[src/rtl/aes_round_key_scheduler_if.sv]
// Round-key request/delivery bundle between the cipher round controller
// and aes_round_key_scheduler.
//   rk_req    requester -> scheduler  round-key request
//   rk_round  requester -> scheduler  requested round index
//   rk_ready  scheduler -> requester  scheduler can accept rk_req
//   rk_valid  scheduler -> requester  one-cycle pulse, rk_data holds the key
//   rk_data   scheduler -> requester  128-bit round key (word 4r in [127:96])
//   rk_err    scheduler -> requester  one-cycle pulse, round out of range
// Modports: master = round controller, slave = scheduler.
interface aes_round_key_scheduler_if;
    logic         rk_req;
    logic [3:0]   rk_round;
    logic         rk_ready;
    logic         rk_valid;
    logic [127:0] rk_data;
    logic         rk_err;

    modport master (
        output rk_req, rk_round,
        input  rk_ready, rk_valid, rk_data, rk_err
    );

    modport slave (
        input  rk_req, rk_round,
        output rk_ready, rk_valid, rk_data, rk_err
    );
endinterface

[src/rtl/aes_round_key_scheduler.sv]
// aes_round_key_scheduler
// Arbitrates the 64x32 round-key memory between the key-expansion
// controller (owner while keydone=0) and this scheduler (owner while
// keydone=1). On a request it reads the four words of one round key and
// delivers them as a single 128-bit word.
// Ports:
//   clk, rst          clock (rising edge), asynchronous active-low reset
//   length            key length (00/01: Nr=10, 10: Nr=12, 11: Nr=14)
//   keydone           expansion complete, memory owned by the scheduler
//   ksa_address       key-expansion memory address
//   ksa_mem_r_wbar    key-expansion read/write_bar
//   mem_address       key memory address
//   mem_r_wbar        key memory read/write_bar (1 = read)
//   mem_rdata         key memory read data, MEM_LAT cycles after address
//   rk                round-key handshake (aes_round_key_scheduler_if.slave)
// Parameter MEM_LAT: memory read latency, 1 or 2.
// Optional feature macro RK_CACHE_EN: one-entry tag of the last delivered
// round; a matching request is answered without touching the memory.
module aes_round_key_scheduler #(
    parameter int MEM_LAT = 1
) (
    input  logic                            clk,
    input  logic                            rst,
    input  logic [1:0]                      length,
    input  logic                            keydone,
    input  logic [5:0]                      ksa_address,
    input  logic                            ksa_mem_r_wbar,
    output logic [5:0]                      mem_address,
    output logic                            mem_r_wbar,
    input  logic [31:0]                     mem_rdata,
    aes_round_key_scheduler_if.slave        rk
);
    typedef enum logic [2:0] {IDLE, CHECK, ISSUE, WAIT, DONE} state_t;

    state_t       state, state_nxt;
    logic [3:0]   round_q;
    logic [1:0]   cnt_q;
    logic [5:0]   sched_addr_q;
    logic [3:0]   nr;
    logic         round_bad;
    logic         rk_ready_int;
    logic         accept;
    logic         cache_hit;
    logic         rk_valid_q;
    logic [127:0] rk_data_q;

    logic         issue_vld_p0;
    logic [1:0]   issue_slot_p0;
    logic         rd_vld_p1, rd_vld_p2;
    logic [1:0]   rd_slot_p1, rd_slot_p2;
    logic         cap_vld;
    logic [1:0]   cap_slot;
    logic         last_cap;
    logic [31:0]  key_buf_q [0:3];

    always_comb begin
        nr = 4'd10;
        case (length)
            2'b10:   nr = 4'd12;
            2'b11:   nr = 4'd14;
            default: nr = 4'd10;
        endcase
    end

    assign round_bad = (round_q > nr);
    // rst is folded in so rk_ready reads 0 while reset is held
    assign rk_ready_int = rst & keydone & (state == IDLE);
    assign accept = rk.rk_req & rk_ready_int;

`ifdef RK_CACHE_EN
    logic       tag_vld_q;
    logic [3:0] tag_round_q;
    logic [1:0] length_q;

    // Tag drops on key reload and on the cycle a length change is seen;
    // the length_q compare also blocks a hit in that very cycle.
    always_ff @(posedge clk or negedge rst) begin
        if (!rst) begin
            tag_vld_q   <= 1'b0;
            tag_round_q <= 4'd0;
            length_q    <= 2'b00;
        end else begin
            length_q <= length;
            if (!keydone || (length != length_q)) begin
                tag_vld_q <= 1'b0;
            end else if (state == DONE) begin
                tag_vld_q   <= 1'b1;
                tag_round_q <= round_q;
            end
        end
    end

    assign cache_hit = tag_vld_q & (tag_round_q == rk.rk_round) & (length == length_q);
`else
    assign cache_hit = 1'b0;
`endif

    // p0: address cycle; slot index travels with the read
    assign issue_vld_p0  = (state == ISSUE);
    assign issue_slot_p0 = cnt_q;

    // p1/p2: read returns; data is valid in the stage matching MEM_LAT
    assign cap_vld  = (MEM_LAT == 1) ? rd_vld_p1  : rd_vld_p2;
    assign cap_slot = (MEM_LAT == 1) ? rd_slot_p1 : rd_slot_p2;
    assign last_cap = cap_vld & (cap_slot == 2'd3);

    always_comb begin
        state_nxt = state;
        case (state)
            IDLE:    if (accept && !cache_hit) state_nxt = CHECK;
            CHECK:   state_nxt = round_bad ? IDLE : ISSUE;
            ISSUE:   if (cnt_q == 2'd3) state_nxt = WAIT;
            WAIT:    if (last_cap) state_nxt = DONE;
            DONE:    state_nxt = IDLE;
            default: state_nxt = IDLE;
        endcase
        // Key reload takes the memory back immediately
        if (!keydone) state_nxt = IDLE;
    end

    always_ff @(posedge clk or negedge rst) begin
        if (!rst) begin
            state        <= IDLE;
            round_q      <= 4'd0;
            cnt_q        <= 2'd0;
            sched_addr_q <= 6'd0;
            rd_vld_p1    <= 1'b0;
            rd_vld_p2    <= 1'b0;
            rk_valid_q   <= 1'b0;
            rk_data_q    <= '0;
        end else begin
            state      <= state_nxt;
            rd_vld_p1  <= keydone & issue_vld_p0;
            rd_vld_p2  <= keydone & rd_vld_p1;
            rk_valid_q <= keydone & ((state == DONE) | (accept & cache_hit));
            if (accept) round_q <= rk.rk_round;
            if (keydone && (state == CHECK) && !round_bad) begin
                cnt_q        <= 2'd0;
                sched_addr_q <= {round_q, 2'b00};
            end else if (keydone && (state == ISSUE) && (cnt_q != 2'd3)) begin
                cnt_q        <= cnt_q + 2'd1;
                sched_addr_q <= sched_addr_q + 6'd1;
            end
            // Published only on a completed fetch, so aborts leave it intact
            if (keydone && (state == DONE))
                rk_data_q <= {key_buf_q[0], key_buf_q[1], key_buf_q[2], key_buf_q[3]};
        end
    end

    always_ff @(posedge clk) begin
        rd_slot_p1 <= issue_slot_p0;
        rd_slot_p2 <= rd_slot_p1;
        if (cap_vld) key_buf_q[cap_slot] <= mem_rdata;
    end

    assign mem_address = keydone ? sched_addr_q : ksa_address;
    assign mem_r_wbar  = keydone ? 1'b1 : ksa_mem_r_wbar;

    assign rk.rk_ready = rk_ready_int;
    assign rk.rk_valid = rk_valid_q;
    assign rk.rk_data  = rk_data_q;
    assign rk.rk_err   = keydone & (state == CHECK) & round_bad;
endmodule

[src/flat_wrapper.sv]
// flat-port wrapper written by rule: the top's interface ports become plain ports
module aes_round_key_scheduler_flat 
#(
    parameter int MEM_LAT = 1
)
  (clk, rst, length, keydone, ksa_address, ksa_mem_r_wbar, mem_address, mem_r_wbar, mem_rdata, rk_rk_req, rk_rk_round, rk_rk_ready, rk_rk_valid, rk_rk_data, rk_rk_err);
  aes_round_key_scheduler_if rk_i ();
  input  logic clk;
  input  logic rst;
  input  logic [1:0] length;
  input  logic keydone;
  input  logic [5:0] ksa_address;
  input  logic ksa_mem_r_wbar;
  output logic [5:0] mem_address;
  output logic mem_r_wbar;
  input  logic [31:0] mem_rdata;
  input wire logic [$bits(rk_i.rk_req)-1:0] rk_rk_req;
  input wire logic [$bits(rk_i.rk_round)-1:0] rk_rk_round;
  output wire logic [$bits(rk_i.rk_ready)-1:0] rk_rk_ready;
  output wire logic [$bits(rk_i.rk_valid)-1:0] rk_rk_valid;
  output wire logic [$bits(rk_i.rk_data)-1:0] rk_rk_data;
  output wire logic [$bits(rk_i.rk_err)-1:0] rk_rk_err;
  assign rk_i.rk_req = rk_rk_req;
  assign rk_i.rk_round = rk_rk_round;
  assign rk_rk_ready = rk_i.rk_ready;
  assign rk_rk_valid = rk_i.rk_valid;
  assign rk_rk_data = rk_i.rk_data;
  assign rk_rk_err = rk_i.rk_err;
  aes_round_key_scheduler #(.MEM_LAT(MEM_LAT)) u_core (.clk(clk), .rst(rst), .length(length), .keydone(keydone), .ksa_address(ksa_address), .ksa_mem_r_wbar(ksa_mem_r_wbar), .mem_address(mem_address), .mem_r_wbar(mem_r_wbar), .mem_rdata(mem_rdata), .rk(rk_i));
endmodule
[config.mk]
export PLATFORM = sky130hd
export DESIGN_NAME = aes_round_key_scheduler_flat
export DESIGN_NICKNAME = d
export VERILOG_FILES = /design/src/rtl/aes_round_key_scheduler_if.sv /design/src/rtl/aes_round_key_scheduler.sv /design/src/flat_wrapper.sv
export SDC_FILE = /design/constraint.sdc
export NUM_CORES = 1
export LEC_CHECK = 0
export ABC_AREA = 1
export BUFFER_PORTS_ARGS = -buffer_cell sky130_fd_sc_hd__buf_2
export CORE_ASPECT_RATIO = 2
export CORE_MARGIN = 2
export CORE_UTILIZATION = 55
export DETAILED_ROUTE_END_ITERATION = 7
export GPL_ROUTABILITY_DRIVEN = 0
export GPL_TIMING_DRIVEN = 0
export PLACE_DENSITY = 0.78
export SLEW_MARGIN = 40
export SYNTH_ARGS = -nofsm -noshare
export SYNTH_HDL_FRONTEND = slang
export SYNTH_SLANG_ARGS = --single-unit
[constraint.sdc]
create_clock -name clk -period 4.8 [get_ports clk]
set_clock_uncertainty 0.2 [all_clocks]
set_input_delay 0.96 -clock clk [delete_from_list [all_inputs] [get_ports clk]]
set_output_delay 0.96 -clock clk [all_outputs]
set_load 0.01 [all_outputs]
==> results.tsv <==
metric	value	unit
status	completed	
io_pins	187	
fin_cells	1262	
htree_levels	1	
ant_nets	0	
finalSetupViolCount	0	
synth-async-reset-ratio	0.527	
wire_per_inst	17.1	um
cts_root_buf	clkbuf_16	
path_clk_slew	0.06	ns
antenna_found_initial	0	
utilization	0.673	
cts_resized	0	
insertedDiodeCount	0	
synth-seq-cells	275	
irDropWorstVdd	0.396	mV
final.period_utilization	0.715	
hold-worst-slack	0.139	ns
endpoint_kind	output port	
fin_nets	1083	
cts.sinks	275	
vias_per_cell	5.06	
grt_usage	0.226	
cts_hold_buffers	0	
synth.avg_cell_area	12.4	um2
fp-row-count	70	
first_pass_iters	4	
clockBufferDepth	3	
total_leakage_power	6.10	nW
pre_cts_ws	1.35	ns
cts_made_buffers	23	
dp.cells	1221	
syn2layout_area_growth	21.3	%
insertion_delay	0.51	ns
yosysSeqAreaShare	0.747	
dieArea	0.0195	mm2
syn_nets	862	
cp_data_required_time	3.64	ns
grt_pass1_vias	6481	
grt_max_degree	62	
initial_utilization	0.555	
syn_area	0.0101	mm2
critPathArrivalTime	2.27	ns
reg2reg_depth	4	
die_h	195	um
grt.overflow.total	0	
min_period	3.43	ns
finalWorstSetupSlack	1.37	ns
relSlewSlack	0.608	
drv_slew	0	
crit_type	in2out	
syn_inst	809	
routed_wl	21.6	mm
dp_hpwl	15.3	mm
crit_fanout	6	
synth_edf_count	128	
drc_errors	0	
yosys_warnings	0	
drv_cap	0	
coreArea	0.0181	mm2
min_path_type	in2async	
portBuffers	185	
max_freq	291	MHz
grt_setup_unrepaired	no	
via_count	6387	
setup-tns-final	0	ns
dieWidth	99.6	um
synth-main-ff-cell	dfrtp_1	
finalHoldViolations	0	
worst_pin_slew	0.587	ns
final_layout_size_suffix_gt1_frac	0.341	
power_per_cell_area	498	mW/mm2
fill_cells	1349	
netlist-cell-type-count	30	
post-cts-setup-buffers	0	
start_kind	input pin	
cts_tree	yes	
drt-initial-drc-count	310	
grt_pass1_wl	33.8	mm
[power by group]
part	switching, mW	internal [mW]
clock network	0.799	1.06
logic	0.663	0.442
registers	0.249	2.88
total	1.71	4.37
[cells in the final DEF, fill, tap and decap left out, types with 4 or more instances in the layout]
master	count
clkinv_2	5
inv_2	5
nand2_2	82
clkbuf_1	7
dfrtp_1	145
clkbuf_8	4
clkbuf_16	23
buf_6	5
buf_2	197
inv_1	12
buf_16	4
buf_8	11
edfxtp_1	128
buf_4	7
o21ai_0	4
ha_1	4
nand3_1	22
nor2_1	9
nand2_1	341
[stage by stage]
step           area, um2  power (mW)
6_report           12200        6.08
5_1_grt            12200        6.36
4_1_cts            12200        6.13
3_5_place_dp       11500        4.28
3_3_place_gp       11300        4.21
2_1_floorplan      10100        3.73
[layer usage]
layer,part of all wire,up-vias,wire (um),track usage
met2,0.56,183,12200,0.428
met4,0.026,0,567,0.0726
met5,0,-,0,0
met1,0.37,3121,7960,0.257
li1,-,3045,-,-
met3,0.042,38,902,0.0293
[cell type report]
type | instances | area (um2) | share of cell area
flip-flops and latches | 275 | 7510 | 0.615
multi-input cells | 486 | 2210 | 0.181
repair buffers | 196 | 1110 | 0.0910
clock buffers | 33 | 653 | 0.0535
plain buffers | 30 | 283 | 0.0232
well taps | 216 | 270 | 0.0221
clock inverters | 8 | 92.6 | 0.00759
inverters | 18 | 68.8 | 0.00564
[worst paths after layout]
kind                                             start                                 to  slack (ns)
setup / recovery                             length[1]                          rk_rk_err        1.37
hold / removal                                     rst   u_core.rk.rk_data[3]$_DFFE_PN0P_        0.14
setup reg to reg            u_core.cap_slot[0]$_DFF_P_  u_core.key_buf_q[0][20]$_DFFE_PP_        2.78
hold reg to reg            u_core.cnt_q[1]$_DFFE_PN0P_         u_core.cap_slot[1]$_DFF_P_        0.21
max in group asynchronous                          rst  u_core.rk.rk_data[12]$_DFFE_PN0P_        3.63
min in group clk           u_core.cnt_q[1]$_DFFE_PN0P_         u_core.cap_slot[1]$_DFF_P_        0.21
[flip-flops by register name, indices dropped and copies added (netlist names)]
register             count
u_core.round_q           4
u_core.rk.rk_data      128
u_core.cap_slot          2
u_core.key_buf_q       128
u_core.sched_addr_q      6
u_core.cnt_q             2
u_core.cap_vld           1
u_core.rk.rk_valid       1
u_core.state             3
[cell families after synthesis]
family,Yosys count,share of synthesized area
flops,275,0.747
fa+ha+maj,4,0.00498
simple gates,468,0.205
xor+xnor,3,0.00261
compound gates,11,0.00572
buf+inv,48,0.0350
[critical path: stages]
cell and delay (ns):
buf_2 0.07, inv_1 0.04, or2_2 0.26, ha_1 0.27, nand3b_1 0.08, nand3_1 0.16, nor4_1 0.23, buf_2 0.19
[synth_stat cells (4+ instances only)]
cell type | n | area share
edfxtp_1 | 128 | 0.38
inv_2 | 4 | 0.0015
dfrtp_1 | 145 | 0.36
nand2_2 | 82 | 0.051
nor2_1 | 11 | 0.0041
nand3_1 | 22 | 0.011
buf_2 | 10 | 0.0050
inv_1 | 13 | 0.0049
buf_4 | 5 | 0.0037
ha_1 | 4 | 0.0050
nand2_1 | 341 | 0.13
buf_6 | 5 | 0.0056
buf_8 | 9 | 0.013
o21ai_0 | 4 | 0.0020
(Power assumes the default switching activity.)
